===== src/rtl/ex2_cmd_deser.sv =====
// rtl/ex2_cmd_deser.sv - bit-serial command frame loader with one-word output buffer
//
// Ports:
//   clk, rst_n        clock, asynchronous active-low reset
//   sin_valid/sin_data/sin_sof/sin_ready
//                     serial input, MSB first; sin_sof marks the first bit of a frame
//   word_data/word_valid/word_ready
//                     parallel output register with valid/ready handshake
//   parity_err        one-cycle pulse: frame dropped on bad even parity
//   sync_err          one-cycle pulse: partial frame aborted by a new sof
//   frame_cnt         committed word count, wraps at 256
module ex2_cmd_deser #(
    parameter int WIDTH     = 16,
    parameter int PARITY_EN = 1
) (
    input  logic             clk,
    input  logic             rst_n,
    input  logic             sin_valid,
    input  logic             sin_data,
    input  logic             sin_sof,
    output logic             sin_ready,
    output logic [WIDTH-1:0] word_data,
    output logic             word_valid,
    input  logic             word_ready,
    output logic             parity_err,
    output logic             sync_err,
    output logic [7:0]       frame_cnt
);

    localparam int CW = $clog2(WIDTH + 1);
    localparam logic [CW-1:0] LAST_IDX = CW'(WIDTH - 1);

    typedef enum logic [1:0] {
        IDLE  = 2'd0,
        SHIFT = 2'd1,
        PAR   = 2'd2,
        FULL  = 2'd3
    } state_t;

    state_t           state, state_n;
    logic [CW-1:0]    cnt, cnt_n;
    logic [WIDTH-1:0] shreg, shreg_n;
    logic [WIDTH-1:0] wdata_n;
    logic             wvalid_n;
    logic [7:0]       fcnt_n;
    logic             perr_n, serr_n;
    // Low through reset and for nothing else; keeps sin_ready low until the
    // first edge after reset release.
    logic             live;

    logic             accept;
    logic             drain;
    logic             commit;
    logic [WIDTH-1:0] commit_word;
    logic [WIDTH-1:0] sof_word;
    logic [WIDTH-1:0] shifted;

    assign sin_ready = live && (state != FULL);
    assign accept    = sin_valid && sin_ready;
    assign drain     = word_valid && word_ready;
    assign sof_word  = {{(WIDTH-1){1'b0}}, sin_data};
    assign shifted   = {shreg[WIDTH-2:0], sin_data};

    always_ff @(posedge clk or negedge rst_n) begin
        if (!rst_n) begin
            state      <= IDLE;
            cnt        <= '0;
            shreg      <= '0;
            word_data  <= '0;
            word_valid <= 1'b0;
            frame_cnt  <= 8'd0;
            parity_err <= 1'b0;
            sync_err   <= 1'b0;
            live       <= 1'b0;
        end else begin
            state      <= state_n;
            cnt        <= cnt_n;
            shreg      <= shreg_n;
            word_data  <= wdata_n;
            word_valid <= wvalid_n;
            frame_cnt  <= fcnt_n;
            parity_err <= perr_n;
            sync_err   <= serr_n;
            live       <= 1'b1;
        end
    end

    always_comb begin
        state_n     = state;
        cnt_n       = cnt;
        shreg_n     = shreg;
        wdata_n     = word_data;
        wvalid_n    = word_valid;
        fcnt_n      = frame_cnt;
        perr_n      = 1'b0;
        serr_n      = 1'b0;
        commit      = 1'b0;
        commit_word = shreg;

        if (drain) begin
            wvalid_n = 1'b0;
        end

        case (state)
            IDLE: begin
                if (accept && sin_sof) begin
                    shreg_n = sof_word;
                    cnt_n   = CW'(1);
                    state_n = SHIFT;
                end
            end
            SHIFT: begin
                if (accept) begin
                    if (sin_sof) begin
                        // Abort and restart, including on the final data bit.
                        serr_n  = 1'b1;
                        shreg_n = sof_word;
                        cnt_n   = CW'(1);
                    end else begin
                        shreg_n = shifted;
                        cnt_n   = cnt + CW'(1);
                        if (cnt == LAST_IDX) begin
                            if (PARITY_EN != 0) begin
                                state_n = PAR;
                            end else begin
                                commit      = 1'b1;
                                commit_word = shifted;
                            end
                        end
                    end
                end
            end
            PAR: begin
                if (accept) begin
                    if (sin_sof) begin
                        serr_n  = 1'b1;
                        shreg_n = sof_word;
                        cnt_n   = CW'(1);
                        state_n = SHIFT;
                    end else if ((^shreg ^ sin_data) == 1'b0) begin
                        commit = 1'b1;
                    end else begin
                        perr_n  = 1'b1;
                        cnt_n   = '0;
                        state_n = IDLE;
                    end
                end
            end
            FULL: begin
                // word_valid is always set here; the held word follows the
                // departing one on the same edge.
                if (drain) begin
                    wdata_n  = shreg;
                    wvalid_n = 1'b1;
                    fcnt_n   = frame_cnt + 8'd1;
                    cnt_n    = '0;
                    state_n  = IDLE;
                end
            end
            default: begin
                state_n = IDLE;
                cnt_n   = '0;
            end
        endcase

        if (commit) begin
            shreg_n = commit_word;
            cnt_n   = '0;
            if (!word_valid || word_ready) begin
                wdata_n  = commit_word;
                wvalid_n = 1'b1;
                fcnt_n   = frame_cnt + 8'd1;
                state_n  = IDLE;
            end else begin
                state_n = FULL;
            end
        end
    end

endmodule


===== config.mk =====
export PLATFORM = sky130hd
export DESIGN_NAME = ex2_cmd_deser
export DESIGN_NICKNAME = d
export VERILOG_FILES = /design/src/rtl/ex2_cmd_deser.sv
export SDC_FILE = /design/constraint.sdc
export NUM_CORES = 1
export LEC_CHECK = 0
export CAP_MARGIN = 20
export CORE_UTILIZATION = 55
export DETAILED_ROUTE_END_ITERATION = 8
export PLACE_DENSITY_LB_ADDON = 0.05
export RECOVER_POWER = 25
export SLEW_MARGIN = 10
export SYNTH_ARGS = -nofsm -noshare
export SYNTH_HDL_FRONTEND = slang
export SYNTH_SLANG_ARGS = --single-unit

===== constraint.sdc =====
create_clock -name clk -period 5.4 [get_ports clk]
set_input_delay 0.54 -clock clk [delete_from_list [all_inputs] [get_ports clk]]
set_output_delay 0.54 -clock clk [all_outputs]
set_load 0.01 [all_outputs]

==> reports/results.ini, run 1 <==
[power]
total_leakage_power_nw=1.35
power.switching_uw=272
comb_power_share=0.253
peakVddDrop_uv=138
clockPowerShare=0.247
p_int_uw=583
seqPwrFrac=0.500
finalPower_uw=856
p_sw_frac=0.318
power_density_nw_per_um2=289

[timing]
tns_ns=0
tightest_slew_ns=2.63
setup_viol=0
drv_slew=52
period_share=0.512
holdWs_ns=0.473
min_period_ns=2.76
relSlewSlack=-0.751
setup_slack_ns=2.64
finalClockSkew_ns=0.00521
clock.fmax_ghz=0.362
hold_violations=0
rsz0062_at_grt=false

[clocking]
clockBufferDepth=2
cts-root-buf=clkbuf_8
hold_buffers=0
postCtsSetupBuffers=0
cts_buffers=5
cts.sinks=51
cts_tree=yes
cts_htree_levels=2
insertion_delay_ns=0.30
clkTransAtPathRegs_ns=0.09
cts_resized=0

[placement]
port_buffers=33
dp_slack_ns=2.34
dp_hpwl_um=2880
place_inst=300
place_congestion=0.799
place_area_um2=2870

[cells_and_area]
antenna_cells=0
nets=270
mostFrequentLayoutCells=51 x dfrtp_1, 32 x clkdlybuf4s50_1, 21 x nand3_1
syn_to_final_growth_pct=18.2
drive_gt1_frac=0.136
final_common_cell=dfrtp_1
postLayoutCellArea_um2=2960
final_cells=309
utilization=0.680

[yosys]
yosysWarnings=0
ys_ff_latch=51
synth-seq-area-share=0.510
synth_fp_nets=236
synth_cells=222
synth_cell_types=36
syn_area_um2=2500
syn_avg_cell_area_um2=11.3

[grt]
grt_max_degree=52
grt.total_usage=0.196
grt-ovfl-total=0
grt_first_pass_wirelength_um=7400
grt_pass1_vias=1602
antenna_found_initial=0

[floorplanning]
start_util=0.575
ioPinCount=34
die_area_um2=4830
core-area_um2=4350
die_h_um=69.5
row_count=24
die_x_um=69.5

[drt]
drt_iter0_drc=90
drc=0
via_count=1692
antenna_left=0
avgViaCountPerCell=5.48
wl_um=4370
wl_per_cell_um=14.1
dr.pass1.iters=4

[worst_setup_path]
critPathMaxFanout=8
cp-end-kind=flop
crit_required_ns=5.59
crit_type=primary input to flop
startpoint_type=primary input
cp.arrival_ns=2.95

[status]
outcome=finished, violations left
violations=capacitance limit, slew limit

[min_path]
worstHoldPathType=flop to flop

[job]
max-cap-violations=1

-- registers in the layout, summed over array words and instances (netlist names) --
| register | flops |
|---|---|
| cnt | 5 |
| frame_cnt | 8 |
| live | 1 |
| parity_err | 1 |
| shreg | 16 |
| state | 2 |
| sync_err | 1 |
| word_data | 16 |
| word_valid | 1 |
-- layout make-up --
cell class,count,area [µm²]
Inverter,20,75.1
Multi-Input combinational cell,143,1120
Timing Repair Buffer,35,340
Sequential cell,51,1280
Tap cell,52,65.1
Clock inverter,2,12.5
Fill cell,349,1400
Clock buffer,6,72.6
-- power by group through the flow --
| stage | Combinational (mW) | Clock [mW] | Sequential (mW) |
|---|---|---|---|
| floorplan | 0.165 | 0 | 0.429 |
| global placement | 0.201 | 0 | 0.434 |
| detailed placement | 0.206 | 0 | 0.434 |
| CTS | 0.209 | 0.223 | 0.428 |
| global route | 0.245 | 0.237 | 0.430 |
| finish | 0.217 | 0.211 | 0.428 |
-- cell usage after synthesis (all sizes together) --
library cell	count	area, µm²
nand3	21	105
nand2b	3	18.8
mux2	21	270
nor2	8	30.0
mux2i	2	32.5
o21ai	19	95.1
conb	1	3.75
dfrtp	51	1280
nor2b	4	25.0
clkbuf	6	22.5
nand4b	1	8.76
buf	2	16.3
a31oi	1	6.26
a211oi	3	22.5
and3b	1	8.76
nand2	7	33.8
a21oi	9	45.0
a21o	2	15.0
ha	8	100
and3	3	18.8
xnor3	2	46.3
nor3	2	10.0
nand3b	1	7.51
or3	1	6.26
a21boi	2	15.0
a22oi	1	7.51
xnor2	12	113
nor3b	1	7.51
xor2	7	61.3
inv	20	75.1
-- worst max-delay path, stage by stage --
cell	delay (ns)
clkdlybuf4s50_1	0.45
xnor2_1	0.25
xnor2_2	0.15
xnor3_2	0.40
xnor2_1	0.21
nor2b_1	0.55
mux2_2	0.40
-- path summary, 6_finish.rpt --
path	startpoint	end	slack, ns	cells past startpoint
setup / recovery	sin_data	state[1]	2.64	7
hold / removal	frame_cnt[7]	frame_cnt[7]	0.47	1
setup reg to reg	state[0]	state[0]	2.66	7
hold reg to reg	frame_cnt[7]	frame_cnt[7]	0.47	1
max in group asynchronous	rst_n	cnt[1]	2.75	2
min in group asynchronous	rst_n	word_data[11]	1.16	2
-- per-layer routing --
metal  wire length, µm  up-vias  track usage
li1                  -      815            -
met1              2030      849        0.253
met2              2210       26        0.326
met3               106        2       0.0451
met4                26        0       0.0680
met5                 0        -            0
-- cell families (layout without fill, tap and decap cells) --
logic type | after synthesis | count (layout) | synth area share
and+or+nand+nor | 53 | 53 | 0.112
DFF | 51 | 51 | 0.510
AOI/OAI and AO/OA | 37 | 37 | 0.0825
buffers and inverters | 28 | 63 | 0.0455
muxes | 23 | 23 | 0.121
xor gates and xnor gates | 21 | 21 | 0.0880
adders and majority gates | 8 | 8 | 0.0400
other | 1 | 1 | 0.00150
Power figures use the tool's default switching activity.
==> inputs of run 2 (changes only) <==
--- a/config.mk
+++ b/config.mk
@@ -6,7 +6,7 @@
 export NUM_CORES = 1
 export LEC_CHECK = 0
 export CAP_MARGIN = 20
-export CORE_UTILIZATION = 55
+export CORE_UTILIZATION = 54
 export DETAILED_ROUTE_END_ITERATION = 8
 export PLACE_DENSITY_LB_ADDON = 0.05
 export RECOVER_POWER = 25
==> constraint.sdc (replaced) <==
create_clock -name clk -period 2.81 [get_ports clk]
set_input_delay 0.281 -clock clk [delete_from_list [all_inputs] [get_ports clk]]
set_output_delay 0.281 -clock clk [all_outputs]
set_load 0.01 [all_outputs]
==> reports/results.ini, run 2 (same netlist as run 1, synthesis figures left out) <==
[cells_and_area]
final_cells=315  ; was 309
syn_to_final_growth_pct=20.5  ; was 18.2%
final_common_cell=dfrtp_1  ; unchanged
antenna_cells=0  ; unchanged
nets=276  ; was 270
fill_cells=347  ; was 349
drive_gt1_frac=0.152  ; was 0.136
top_regs=shreg: 16 flops, word_data: 16 flops, frame_cnt: 8 flops  ; unchanged
mostFrequentLayoutCells=51 x dfrtp_1, 32 x clkdlybuf4s50_1, 21 x nand3_1  ; unchanged

[power]
total_leakage_power_nw=1.39  ; was 1.35 nW
power_density_nw_per_um2=567  ; was 289 nW/µm²
finalPower_mw=1.71  ; was 856 µW
peakVddDrop_uv=292  ; was 138 µV

[floorplanning]
die_h_um=70.1  ; was 69.5 µm
die_x_um=70.1  ; was 69.5 µm
start_util=0.567  ; was 0.575
die_area_um2=4910  ; was 4830 µm²
row_count=24  ; unchanged
ioPinCount=34  ; unchanged
core-area_um2=4410  ; was 4350 µm²

[worst_setup_path]
critical-path-slowest-cell=dfrtp_1  ; was nor2b_1
cp.arrival_ns=2.76  ; was 2.95 ns
cp-end-kind=flop  ; unchanged
critPathMaxFanout=18  ; was 8
max_stage_delay_ns=0.43  ; was 0.55 ns
startpoint_type=flop  ; was primary input
crit_family=simple AND/OR/NAND/NOR gates  ; was XOR/XNOR gates
crit_chain=ha_1 -> and3b_1 -> nand3b_1 -> nor3b_1 -> mux2i_4 -> nand2_4 -> mux2_2  ; was clkdlybuf4s50_1 -> xnor2_1 -> xnor2_2 -> xnor3_2 -> xnor2_1 -> nor2b_1 -> mux2_2
crit_type=flop to flop  ; was primary input to flop
crit_required_ns=2.99  ; was 5.59 ns
cp_num_buf_inv=0  ; was 1

[timing]
period_share=0.918
min_period_ns=2.58
setup_slack_ns=0.230  ; was 2.64 ns
relSlewSlack=0.0831  ; was -0.751
setup_viol=0  ; unchanged
clock.fmax_ghz=0.388
hold_violations=0  ; unchanged
rsz0062_at_grt=false  ; unchanged
finalClockSkew_ns=0.00694  ; was 0.00521 ns
holdWs_ns=0.474  ; was 0.473 ns
drv_slew=0  ; was 52
tns_ns=0  ; unchanged
tightest_slew_ns=1.38  ; was 2.63 ns

[clocking]
cts.sinks=51  ; unchanged
postCtsSetupBuffers=0  ; unchanged
cts_resized=0  ; unchanged
clkTransAtPathRegs_ns=0.09  ; about the same
insertion_delay_ns=0.29  ; was 0.30 ns
cts_tree=yes  ; unchanged
hold_buffers=1  ; was 0
cts_buffers=5  ; unchanged
clockBufferDepth=2  ; unchanged
cts-root-buf=clkbuf_8  ; unchanged
cts_htree_levels=2  ; unchanged

[grt]
grt_max_degree=28  ; was 52
antenna_found_initial=0  ; unchanged
grt_pass1_vias=1675  ; was 1602
grt.total_usage=0.193  ; was 0.196
grt-ovfl-total=0  ; unchanged
grt_first_pass_wirelength_um=7640  ; was 7400 µm

[drt]
wl_per_cell_um=14.1  ; about the same
dr.pass1.iters=4  ; unchanged
drt_iter0_drc=73  ; was 90
avgViaCountPerCell=5.32  ; was 5.48
via_count=1677  ; was 1692
wl_um=4440  ; was 4370 µm
drc=0  ; unchanged
antenna_left=0  ; unchanged

[placement]
place_congestion=0.870  ; was 0.799
port_buffers=33  ; unchanged
dp_hpwl_um=3120  ; was 2880 µm
dp_slack_ns=0.157  ; was 2.34 ns
place_inst=306  ; was 300

[min_path]
worstHoldPathType=flop to flop  ; unchanged

[status]
outcome=complete, no violations  ; was finished, violations left

[job]
max-cap-violations=0  ; was 1

==> run 2: changes by cell type in the layout (fill, tap and decap cells not counted), sizes merged <==
cell,before,now
buf,2,6
clkbuf,7,10
clkinv,1,0
clkinvlp,1,0
dlygate4sd3,0,1
==> run 2: cell type report <==
type / instances / area, µm² / area share
timing repair buffer: 41 / 384 / 0.127
sequential: 51 / 1280 / 0.423
multi-input combinational: 143 / 1120 / 0.370
tap: 52 / 65.1 / 0.0216
clock buffer: 8 / 100 / 0.0332
inverter: 20 / 75.1 / 0.0249
==> run 2: path summary, 6_finish.rpt <==
kind,startpoint,end,slack (ns),depth (start not counted)
min reg2reg,frame_cnt[7],frame_cnt[7],0.47,1
min,frame_cnt[7],frame_cnt[7],0.47,1
max in group asynchronous,rst_n,word_data[1],0.68,3
min in group asynchronous,rst_n,word_data[12],0.82,2
max,state[0],word_data[15],0.23,7
max reg2reg,state[0],word_data[15],0.23,7
==> run 2: worst register-to-register path: stages, from the launching register on <==
cell and delay (ns):
dfrtp_1 0.43, ha_1 0.29, and3b_1 0.33, nand3b_1 0.16, nor3b_1 0.38, mux2i_4 0.19, nand2_4 0.30, mux2_2 0.39
==> run 2: per-stage QoR <==
stage | area, µm² | utilization
floorplan | 2500 | -
global placement | 2910 | 0.660
detailed placement | 2910 | 0.660
CTS | 3020 | 0.685
global route | 3020 | 0.684
finish | 3020 | 0.684
==> run 2: per-layer routing <==
layer  GRT usage  vias up  share of wire
met4      0.0444        0         0.0047
met1       0.266      818           0.47
met5           0        -              0
li1            -      824              -
met2       0.323       33           0.49
met3      0.0303        2          0.034
==> run 2: report_power, final <==
part,internal [mW],switching (mW)
Sequential,0.775,0.0480
Combinational,0.190,0.252
Clock,0.225,0.221
Total,1.19,0.521
